`config.mk`:
```
export PLATFORM = sky130hd
export DESIGN_NAME = pwm_capture_flat
export DESIGN_NICKNAME = d
export VERILOG_FILES = /design/src/rtl/pwm_capture_if.sv /design/src/rtl/pwm_capture.sv /design/src/flat_wrapper.sv
export SDC_FILE = /design/constraint.sdc
export NUM_CORES = 1
export LEC_CHECK = 0
export ABC_AREA = 1
export BUFFER_PORTS_ARGS = -buffer_cell sky130_fd_sc_hd__buf_2
export CAP_MARGIN = 40
export CORE_MARGIN = 10
export CORE_UTILIZATION = 49
export CTS_BUF_LIST = sky130_fd_sc_hd__clkbuf_2
export DETAILED_ROUTE_END_ITERATION = 6
export GPL_TIMING_DRIVEN = 0
export PLACE_DENSITY = 0.69
export SYNTH_ARGS = -nofsm -noshare
export SYNTH_HDL_FRONTEND = slang
export SYNTH_SLANG_ARGS = --single-unit
```
`constraint.sdc`:
```
create_clock -name clk -period 1.7 [get_ports clk]
set_input_delay 0.255 -clock clk [delete_from_list [all_inputs] [get_ports clk]]
set_output_delay 0.255 -clock clk [all_outputs]
set_load 0.01 [all_outputs]
```
`src/rtl/pwm_capture_if.sv`:
```
// Measurement bus published by pwm_capture: results, pulses and stuck-level flag.
interface pwm_capture_if #(
  parameter int unsigned CNT_WIDTH = 16
);
  logic [CNT_WIDTH-1:0] high_cycles;
  logic [CNT_WIDTH-1:0] period_cycles;
  logic                 measure_valid;
  logic [3:0]           meas_count;
  logic                 timeout;
  logic                 stuck_level;

  // Producer side (the capture block)
  modport master (
    output high_cycles,
    output period_cycles,
    output measure_valid,
    output meas_count,
    output timeout,
    output stuck_level
  );

  // Consumer side (host / monitor)
  modport slave (
    input high_cycles,
    input period_cycles,
    input measure_valid,
    input meas_count,
    input timeout,
    input stuck_level
  );
endinterface

```
`src/rtl/pwm_capture.sv`:
```
// PWM capture: measures high time and rise-to-rise period of an asynchronous
// PWM input in clk cycles, publishes one result per completed period and
// reports stuck-level inputs via a timeout.
module pwm_capture #(
  parameter int unsigned CNT_WIDTH   = 16,
  parameter int unsigned SYNC_STAGES = 2,
  parameter int unsigned TIMEOUT     = 32'hFFF0
) (
  input  logic          clk,
  input  logic          rst_n,
  input  logic          pwm_in,
  input  logic          capture_enable,
  pwm_capture_if.master meas
);

  localparam int unsigned MCNT_WIDTH = 4;

  localparam logic [1:0] ST_IDLE = 2'd0;
  localparam logic [1:0] ST_HIGH = 2'd1;
  localparam logic [1:0] ST_LOW  = 2'd2;

  localparam logic [CNT_WIDTH-1:0] CNT_ZERO    = '0;
  localparam logic [CNT_WIDTH-1:0] CNT_ONE     = CNT_WIDTH'(1);
  localparam logic [CNT_WIDTH-1:0] CNT_MAX     = '1;
  localparam logic [CNT_WIDTH-1:0] TIMEOUT_CNT = CNT_WIDTH'(TIMEOUT);

  logic [SYNC_STAGES-1:0] sync_q;
  logic                   prev_q;
  logic                   sync_c;
  logic                   rise_c;
  logic                   fall_c;

  logic [1:0]            state_q, state_d;
  logic [CNT_WIDTH-1:0]  cnt_q, cnt_d;
  logic [CNT_WIDTH-1:0]  cnt_inc_c;
  logic [CNT_WIDTH-1:0]  high_hold_q, high_hold_d;
  logic [CNT_WIDTH-1:0]  high_cycles_q, high_cycles_d;
  logic [CNT_WIDTH-1:0]  period_cycles_q, period_cycles_d;
  logic                  measure_valid_q, measure_valid_d;
  logic [MCNT_WIDTH-1:0] meas_count_q, meas_count_d;
  logic                  timeout_q, timeout_d;
  logic                  stuck_level_q, stuck_level_d;

  assign sync_c = sync_q[SYNC_STAGES-1];
  assign rise_c = sync_c & ~prev_q;
  assign fall_c = ~sync_c & prev_q;

  // Saturating increment so very long phases never wrap into a short value
  assign cnt_inc_c = (cnt_q == CNT_MAX) ? cnt_q : cnt_q + CNT_ONE;

  // Synchronizer chain and edge-history flop; kept running while disabled
  always_ff @(posedge clk) begin
    if (!rst_n) begin
      sync_q <= '0;
      prev_q <= 1'b0;
    end else begin
      sync_q <= {sync_q[SYNC_STAGES-2:0], pwm_in};
      prev_q <= sync_c;
    end
  end

  // Next-state, counter and publish logic
  always_comb begin
    state_d         = state_q;
    cnt_d           = cnt_q;
    high_hold_d     = high_hold_q;
    high_cycles_d   = high_cycles_q;
    period_cycles_d = period_cycles_q;
    measure_valid_d = 1'b0;
    meas_count_d    = meas_count_q;
    timeout_d       = 1'b0;
    stuck_level_d   = stuck_level_q;

    if (!capture_enable) begin
      state_d     = ST_IDLE;
      cnt_d       = CNT_ZERO;
      high_hold_d = CNT_ZERO;
    end else begin
      case (state_q)
        ST_IDLE: begin
          cnt_d = CNT_ZERO;
          // First partial period is discarded: just start counting
          if (rise_c) begin
            state_d = ST_HIGH;
            cnt_d   = CNT_ONE;
          end
        end
        ST_HIGH: begin
          cnt_d = cnt_inc_c;
          if (fall_c) begin
            high_hold_d = cnt_q;
            state_d     = ST_LOW;
          end else if (cnt_q == TIMEOUT_CNT) begin
            state_d       = ST_IDLE;
            cnt_d         = CNT_ZERO;
            timeout_d     = 1'b1;
            stuck_level_d = sync_c;
          end
        end
        ST_LOW: begin
          cnt_d = cnt_inc_c;
          if (rise_c) begin
            period_cycles_d = cnt_q;
            high_cycles_d   = high_hold_q;
            measure_valid_d = 1'b1;
            meas_count_d    = meas_count_q + MCNT_WIDTH'(1);
            cnt_d           = CNT_ONE;
            state_d         = ST_HIGH;
          end else if (cnt_q == TIMEOUT_CNT) begin
            state_d       = ST_IDLE;
            cnt_d         = CNT_ZERO;
            timeout_d     = 1'b1;
            stuck_level_d = sync_c;
          end
        end
        default: begin
          state_d = ST_IDLE;
          cnt_d   = CNT_ZERO;
        end
      endcase
    end
  end

  // FSM state register
  always_ff @(posedge clk) begin
    if (!rst_n) begin
      state_q <= ST_IDLE;
    end else begin
      state_q <= state_d;
    end
  end

  // Counters and registered outputs
  always_ff @(posedge clk) begin
    if (!rst_n) begin
      cnt_q           <= CNT_ZERO;
      high_hold_q     <= CNT_ZERO;
      high_cycles_q   <= CNT_ZERO;
      period_cycles_q <= CNT_ZERO;
      measure_valid_q <= 1'b0;
      meas_count_q    <= '0;
      timeout_q       <= 1'b0;
      stuck_level_q   <= 1'b0;
    end else begin
      cnt_q           <= cnt_d;
      high_hold_q     <= high_hold_d;
      high_cycles_q   <= high_cycles_d;
      period_cycles_q <= period_cycles_d;
      measure_valid_q <= measure_valid_d;
      meas_count_q    <= meas_count_d;
      timeout_q       <= timeout_d;
      stuck_level_q   <= stuck_level_d;
    end
  end

  assign meas.high_cycles   = high_cycles_q;
  assign meas.period_cycles = period_cycles_q;
  assign meas.measure_valid = measure_valid_q;
  assign meas.meas_count    = meas_count_q;
  assign meas.timeout       = timeout_q;
  assign meas.stuck_level   = stuck_level_q;

endmodule

```
`src/flat_wrapper.sv`:
```
// flat-port wrapper written by rule: the top's interface ports become plain ports
module pwm_capture_flat 
#(
  parameter int unsigned CNT_WIDTH   = 16,
  parameter int unsigned SYNC_STAGES = 2,
  parameter int unsigned TIMEOUT     = 32'hFFF0
)
  (clk, rst_n, pwm_in, capture_enable, meas_high_cycles, meas_period_cycles, meas_measure_valid, meas_meas_count, meas_timeout, meas_stuck_level);
  pwm_capture_if #(.CNT_WIDTH(CNT_WIDTH)) meas_i ();
  input  logic clk;
  input  logic rst_n;
  input  logic pwm_in;
  input  logic capture_enable;
  output wire logic [$bits(meas_i.high_cycles)-1:0] meas_high_cycles;
  output wire logic [$bits(meas_i.period_cycles)-1:0] meas_period_cycles;
  output wire logic [$bits(meas_i.measure_valid)-1:0] meas_measure_valid;
  output wire logic [$bits(meas_i.meas_count)-1:0] meas_meas_count;
  output wire logic [$bits(meas_i.timeout)-1:0] meas_timeout;
  output wire logic [$bits(meas_i.stuck_level)-1:0] meas_stuck_level;
  assign meas_high_cycles = meas_i.high_cycles;
  assign meas_period_cycles = meas_i.period_cycles;
  assign meas_measure_valid = meas_i.measure_valid;
  assign meas_meas_count = meas_i.meas_count;
  assign meas_timeout = meas_i.timeout;
  assign meas_stuck_level = meas_i.stuck_level;
  pwm_capture #(.CNT_WIDTH(CNT_WIDTH), .SYNC_STAGES(SYNC_STAGES), .TIMEOUT(TIMEOUT)) u_core (.clk(clk), .rst_n(rst_n), .pwm_in(pwm_in), .capture_enable(capture_enable), .meas(meas_i));
endmodule
```
# Word level (Yosys, flattened, before mapping)

Index checks and enable logic that the tools add are counted.

Register bits after elaboration: 76
Output and inout bits: 39
Logic and storage cells: 51

Add/sub/neg operators: 2
Bitwise logic cells: 4
Muxes and demuxes: 20
Equal/unequal tests: 7
Reductions and logical operators: 7

Operator list:

| operator              | count |
|---|---|
| $mux 16               | 4 |
| $pmux 16 s3           | 1 |
| $eq 16x16->1 const B  | 2 |
| $add 16x1->16 const B | 1 |
| $mux 1                | 8 |
| $mux 2                | 4 |
| $pmux 2 s3            | 1 |
| $reduce_and 3->1      | 2 |
| $add 4x1->4 const B   | 1 |
| $ne 2x2->1 const B    | 2 |
| $pmux 1 s2            | 2 |
| $reduce_and 2->1      | 2 |
| $reduce_and 4->1      | 1 |
| $and 1x1->1           | 2 |
| $eq 2x1->1 const B    | 1 |
| $eq 2x2->1 const B    | 1 |
| $logic_not 2->1       | 1 |
| $ne 2x1->1 const B    | 1 |
| $not 1->1             | 2 |
| $reduce_bool 2->1     | 1 |

# Longest topological paths before layout

Depth in word-level cells: 5
Depth in mapped cells: 10

# Worst setup path before layout

Ideal clock, no wire load.

Path kind: register to register
Start: register u_core.state_q[1]
End: register u_core.stuck_level_q (netlist: u_core.meas.stuck_level)
Path buffers: 1
Required time: 1.578 ns
Stages on the path, launching flop included: 10
Slack: 0.264 ns
Arrival time: 1.313 ns
Period minus slack after synthesis: 1.436 ns
Cells stage by stage: dfxtp_1 inv_1 ha_1 inv_1 nor2_2 inv_2 buf_2 nand2_1 nor4_1 nor2_1

Word-level cells in the longest chain between the ends: 3
Elaborated cells between the ends (all ways): 7
Classes of those cells: 4 x eq/ne; 1 x mux; 2 x reduce/logical

RTL lines:

| what                                                      | RTL line           | source |
|---|---|---|
| start, declared                                           | pwm_capture.sv:33  | `logic [1:0] state_q, state_d;` |
| start signal, assigned                                    | pwm_capture.sv:129 | `state_q <= state_d;` |
| $eq 2x2->1 or $eq 2x1->1 (tied branches)                  | pwm_capture.sv:79  | `case (state_q)` |
| $ne 2x2->1 (no line) or $reduce_bool 2->1 (tied branches) | -                  |  |
| $reduce_and 4->1 (no line)                                | -                  |  |
| end signal, assigned                                      | pwm_capture.sv:152 | `stuck_level_q <= stuck_level_d;` |
| end, declared                                             | pwm_capture.sv:42  | `logic stuck_level_q, stuck_level_d;` |

Several ways; a longest one is shown, not always the timed one.
A chain may end at the register's enable or synchronous reset.

# Worst setup path after layout

Start: register u_core.cnt_q[0]
End: register u_core.cnt_q[0]

Word-level cells in the longest chain between the ends: 5
Elaborated cells between the ends (all ways): 8
Classes of those cells: 1 x add/sub; 2 x eq/ne; 5 x mux

RTL lines:

| what                                          | RTL line                              | source |
|---|---|---|
| start, declared                               | pwm_capture.sv:34                     | `logic [CNT_WIDTH-1:0] cnt_q, cnt_d;` |
| start signal, assigned                        | pwm_capture.sv:145                    | `cnt_q <= cnt_d;` |
| $add 16x1->16 or $eq 16x16->1 (tied branches) | pwm_capture.sv:49                     | `assign cnt_inc_c = (cnt_q == CNT_MAX) ? cnt_q : cnt_q + CNT_ONE;` |
| $mux 16                                       | pwm_capture.sv:49                     |  |
| $mux 16                                       | pwm_capture.sv:93, pwm_capture.sv:109 |  |
| $mux 16 (on tied branches)                    | pwm_capture.sv:102, pwm_capture.sv:90 |  |
| $pmux 16 s3 *                                 | pwm_capture.sv:79                     |  |

Mark *: on every way between the ends. The rest lies on a longest branch, timed or not.

==> flow_metrics.env <==
export IMPL_synth_seq_cells=76
export IMPL_multi_input_area_mm2=0.00141
export IMPL_synth_top_area_share_pct=47.7
export IMPL_status="finished clean"
export IMPL_cts_tree="done"
export IMPL_cts_htree_levels=3
export IMPL_fin_nets=467
export IMPL_clockBufferDepth=2
export IMPL_grt_overflow_total=0
export IMPL_vias=2687
export IMPL_regToRegSetupSlack_ns=0.13
export IMPL_wl_per_cell_um=13.9
export IMPL_crit_slowest_cell="dfxtp_1"
export IMPL_seq_area_mm2=0.00152
export IMPL_drc=0
export IMPL_clk_pin_slew_ns=0.21
export IMPL_synth_nets=412
export IMPL_grt_pass1_vias=2611
export IMPL_worst_pin_slew_ns=0.543
export IMPL_port_buffers=42
export IMPL_cts_made_buffers=9
export IMPL_rows=29
export IMPL_crit_top_cell="nand2_1"
export IMPL_utilization_pct=58.0
export IMPL_die_w_um=101
export IMPL_clk_latency_ns=0.53
export IMPL_pin_count=43
export IMPL_min_period_over_period_pct=92.4
export IMPL_cp_end_kind="register"
export IMPL_start_util_pct=50.3
export IMPL_netlist_cell_type_count=33
export IMPL_diodes=0
export IMPL_cp_arrival_ns=2.01
export IMPL_drtAntennaViolNets=0
export IMPL_grt_max_degree=15
export IMPL_fillerInstances=607
export IMPL_antenna_found_initial=0
export IMPL_fin_ws_ns=0.130
export IMPL_holdWs_ns=0.0655
export IMPL_timing_max_transition_violations_final=0
export IMPL_vias_per_cell=4.99
export IMPL_grt_first_pass_wirelength_um=12500
export IMPL_maxCapViolCount=0
export IMPL_yosys_top_cells_area="dfxtp_1 (48%), o21ai_0 (8.0%), a21oi_1 (7.7%), nand2_1 (6.0%), inv_1 (5.1%)"
export IMPL_syn_inst=401
export IMPL_die_area_mm2=0.0101
export IMPL_rsz0062_at_grt="true"
export IMPL_wl_um=7490
export IMPL_syn_area_mm2=0.00319
export IMPL_fmax_ghz=0.637
export IMPL_die_h_um=101
export IMPL_drive_gt1_share_pct=24.7
export IMPL_cp_required_ns=2.14
export IMPL_ys_seq_area_share_pct=47.7
export IMPL_start_kind="register"
export IMPL_crit_path_cell_trace="ha_1, nand2_1, nor2_2, nand2_4, nor2_8, nand2_1, nand2_1, nand2_1, nand2_1, a21oi_1"
export IMPL_layout_common_cells="dfxtp_1 (75), nand2_1 (51), o21ai_0 (51)"
export IMPL_total_power_uw=3040
export IMPL_yosys_warnings=0
export IMPL_final_hold_viol_count=0
export IMPL_core_mm2=0.00635
export IMPL_dpl_hpwl_um=5650
export IMPL_pre_cts_ws_ns=0.00272
export IMPL_area_delta_synth_final_pct=15.5
export IMPL_p_per_area_mw_per_mm2=824
export IMPL_gp_congestion=0.845
export IMPL_setup_viol=0
export IMPL_period_needed_ns=1.57
export IMPL_vdd_drop_max_mv=0.723
export IMPL_cts_sinks=76
export IMPL_first_pass_iters=4
export IMPL_cts_root_buffer="clkbuf_2"
export IMPL_mostFrequentLayoutCell="dfxtp_1"
export IMPL_postSynthAreaPerCell_um2=7.96
export IMPL_drt_iter0_drc=108
export IMPL_slew_headroom_pct=63.8
export IMPL_finalNonFillerCells=538
export IMPL_min_path_type="in -> reg"
export IMPL_gr_usage_all_layers_pct=15.2
export IMPL_dp_cells=520
export IMPL_clock_skew_ns=0.0202
export IMPL_slowest_delay_ns=0.48
export IMPL_crit_fanout=8
export IMPL_yosysTopAreaCell="dfxtp_1"
export IMPL_path_class="reg -> reg"
export IMPL_p_leak_uw=0.00162
-- cell type report --
type                            count  area share, %
Inverter                           52           5.43
Sequential cell                    76           41.3
Tap cell                           77           2.61
Multi-Input combinational cell    257           38.2
Clock buffer                        9           1.22
Timing Repair Buffer               44           6.18
Clock inverter                      7           2.65
Buffer                             16           2.44
-- Yosys cell counts --
master	count
or2_2	1
a2111oi_2	1
nor4_1	1
nor3_2	1
nand2_4	2
nor2_1	41
nand2_2	3
a211oi_2	1
nor3_4	2
nand3_1	11
a31o_2	1
nor2_8	1
buf_6	1
nor2_4	4
clkbuf_2	1
buf_1	2
inv_1	43
o21ai_1	2
xor2_1	6
ha_1	7
nor3_1	3
buf_2	7
inv_2	8
clkbuf_1	5
nand2_1	51
o21ai_0	51
nor2_2	11
clkinv_4	1
xnor2_1	2
dfxtp_1	76
nand3_2	3
a21oi_1	49
nand4_1	2
-- final timing paths --
kind / end / cells past startpoint / startpoint
worst max-delay path: u_core.cnt_q[0] / 10 / u_core.cnt_q[0]
worst max register to register: u_core.cnt_q[0] / 10 / u_core.cnt_q[0]
worst min register to register: u_core.meas.high_cycles[15] / 2 / u_core.high_hold_q[15]
worst min-delay path: u_core.meas.timeout / 3 / capture_enable
-- cells by family after synthesis --
| kind of cell | share of synthesized area (%) |
|---|---|
| and+or+nand+nor | 21.6 |
| AOI/OAI and AO/OA | 17.1 |
| DFF | 47.7 |
| buffers and inverters | 8.70 |
| xor gates and xnor gates | 2.20 |
| adders and majority gates | 2.74 |
-- through the flow --
stage	cell area [um^2]	setup TNS [ns]
after floorplan	3190	0
after global placement	3500	0
after detailed placement	3500	0
after CTS	3650	0
after global routing	3690	-0.00882
final	3690	0
-- sequential cells by signal (all words and copies together) (netlist names) --
| name | count |
|---|---|
| u_core.meas.stuck_level | 1 |
| u_core.prev_q | 1 |
| u_core.high_hold_q | 16 |
| u_core.sync_q | 2 |
| u_core.meas.meas_count | 4 |
| u_core.state_q | 2 |
| u_core.meas.period_cycles | 16 |
| u_core.cnt_q | 16 |
| u_core.meas.timeout | 1 |
| u_core.meas.measure_valid | 1 |
| u_core.meas.high_cycles | 16 |
-- repair_timing --
action                                 4_1_cts  5_1_grt
setup buffers                                0        1
gates resized for setup                      2       16
setup endpoints to repair                    3       61
pin swaps                                    0        2
endpoints found under the hold margin        1        0
hold buffers                                 1        0
-- layer usage --
layer  global-route usage (%)  up-vias  part of all wire [%]
met5                        0        -                     0
li1                         -     1409                     -
met4                     5.87        0                   1.7
met1                     19.5     1207                    46
met2                     23.6       60                    45
met3                     4.32       11                   6.5
-- worst max-delay path, delay by kind of cell, from the launching register on --
kind	cells	cell delay [ns]
AND/OR/NAND/NOR	8	0.76
adder cells (fa/ha/maj)	1	0.20
flip-flops	1	0.48
AO/OA/AOI/OAI	1	0.06
-- power by group --
part	total (uW)	leakage [uW]	switching [uW]	internal, uW
clock network	1170	0.0000805	677	495
registers	1790	0.000613	4.24	1790
logic	70.0	0.000922	49.6	20.4
total	3040	0.00162	731	2310
(Power assumes the default switching activity.)
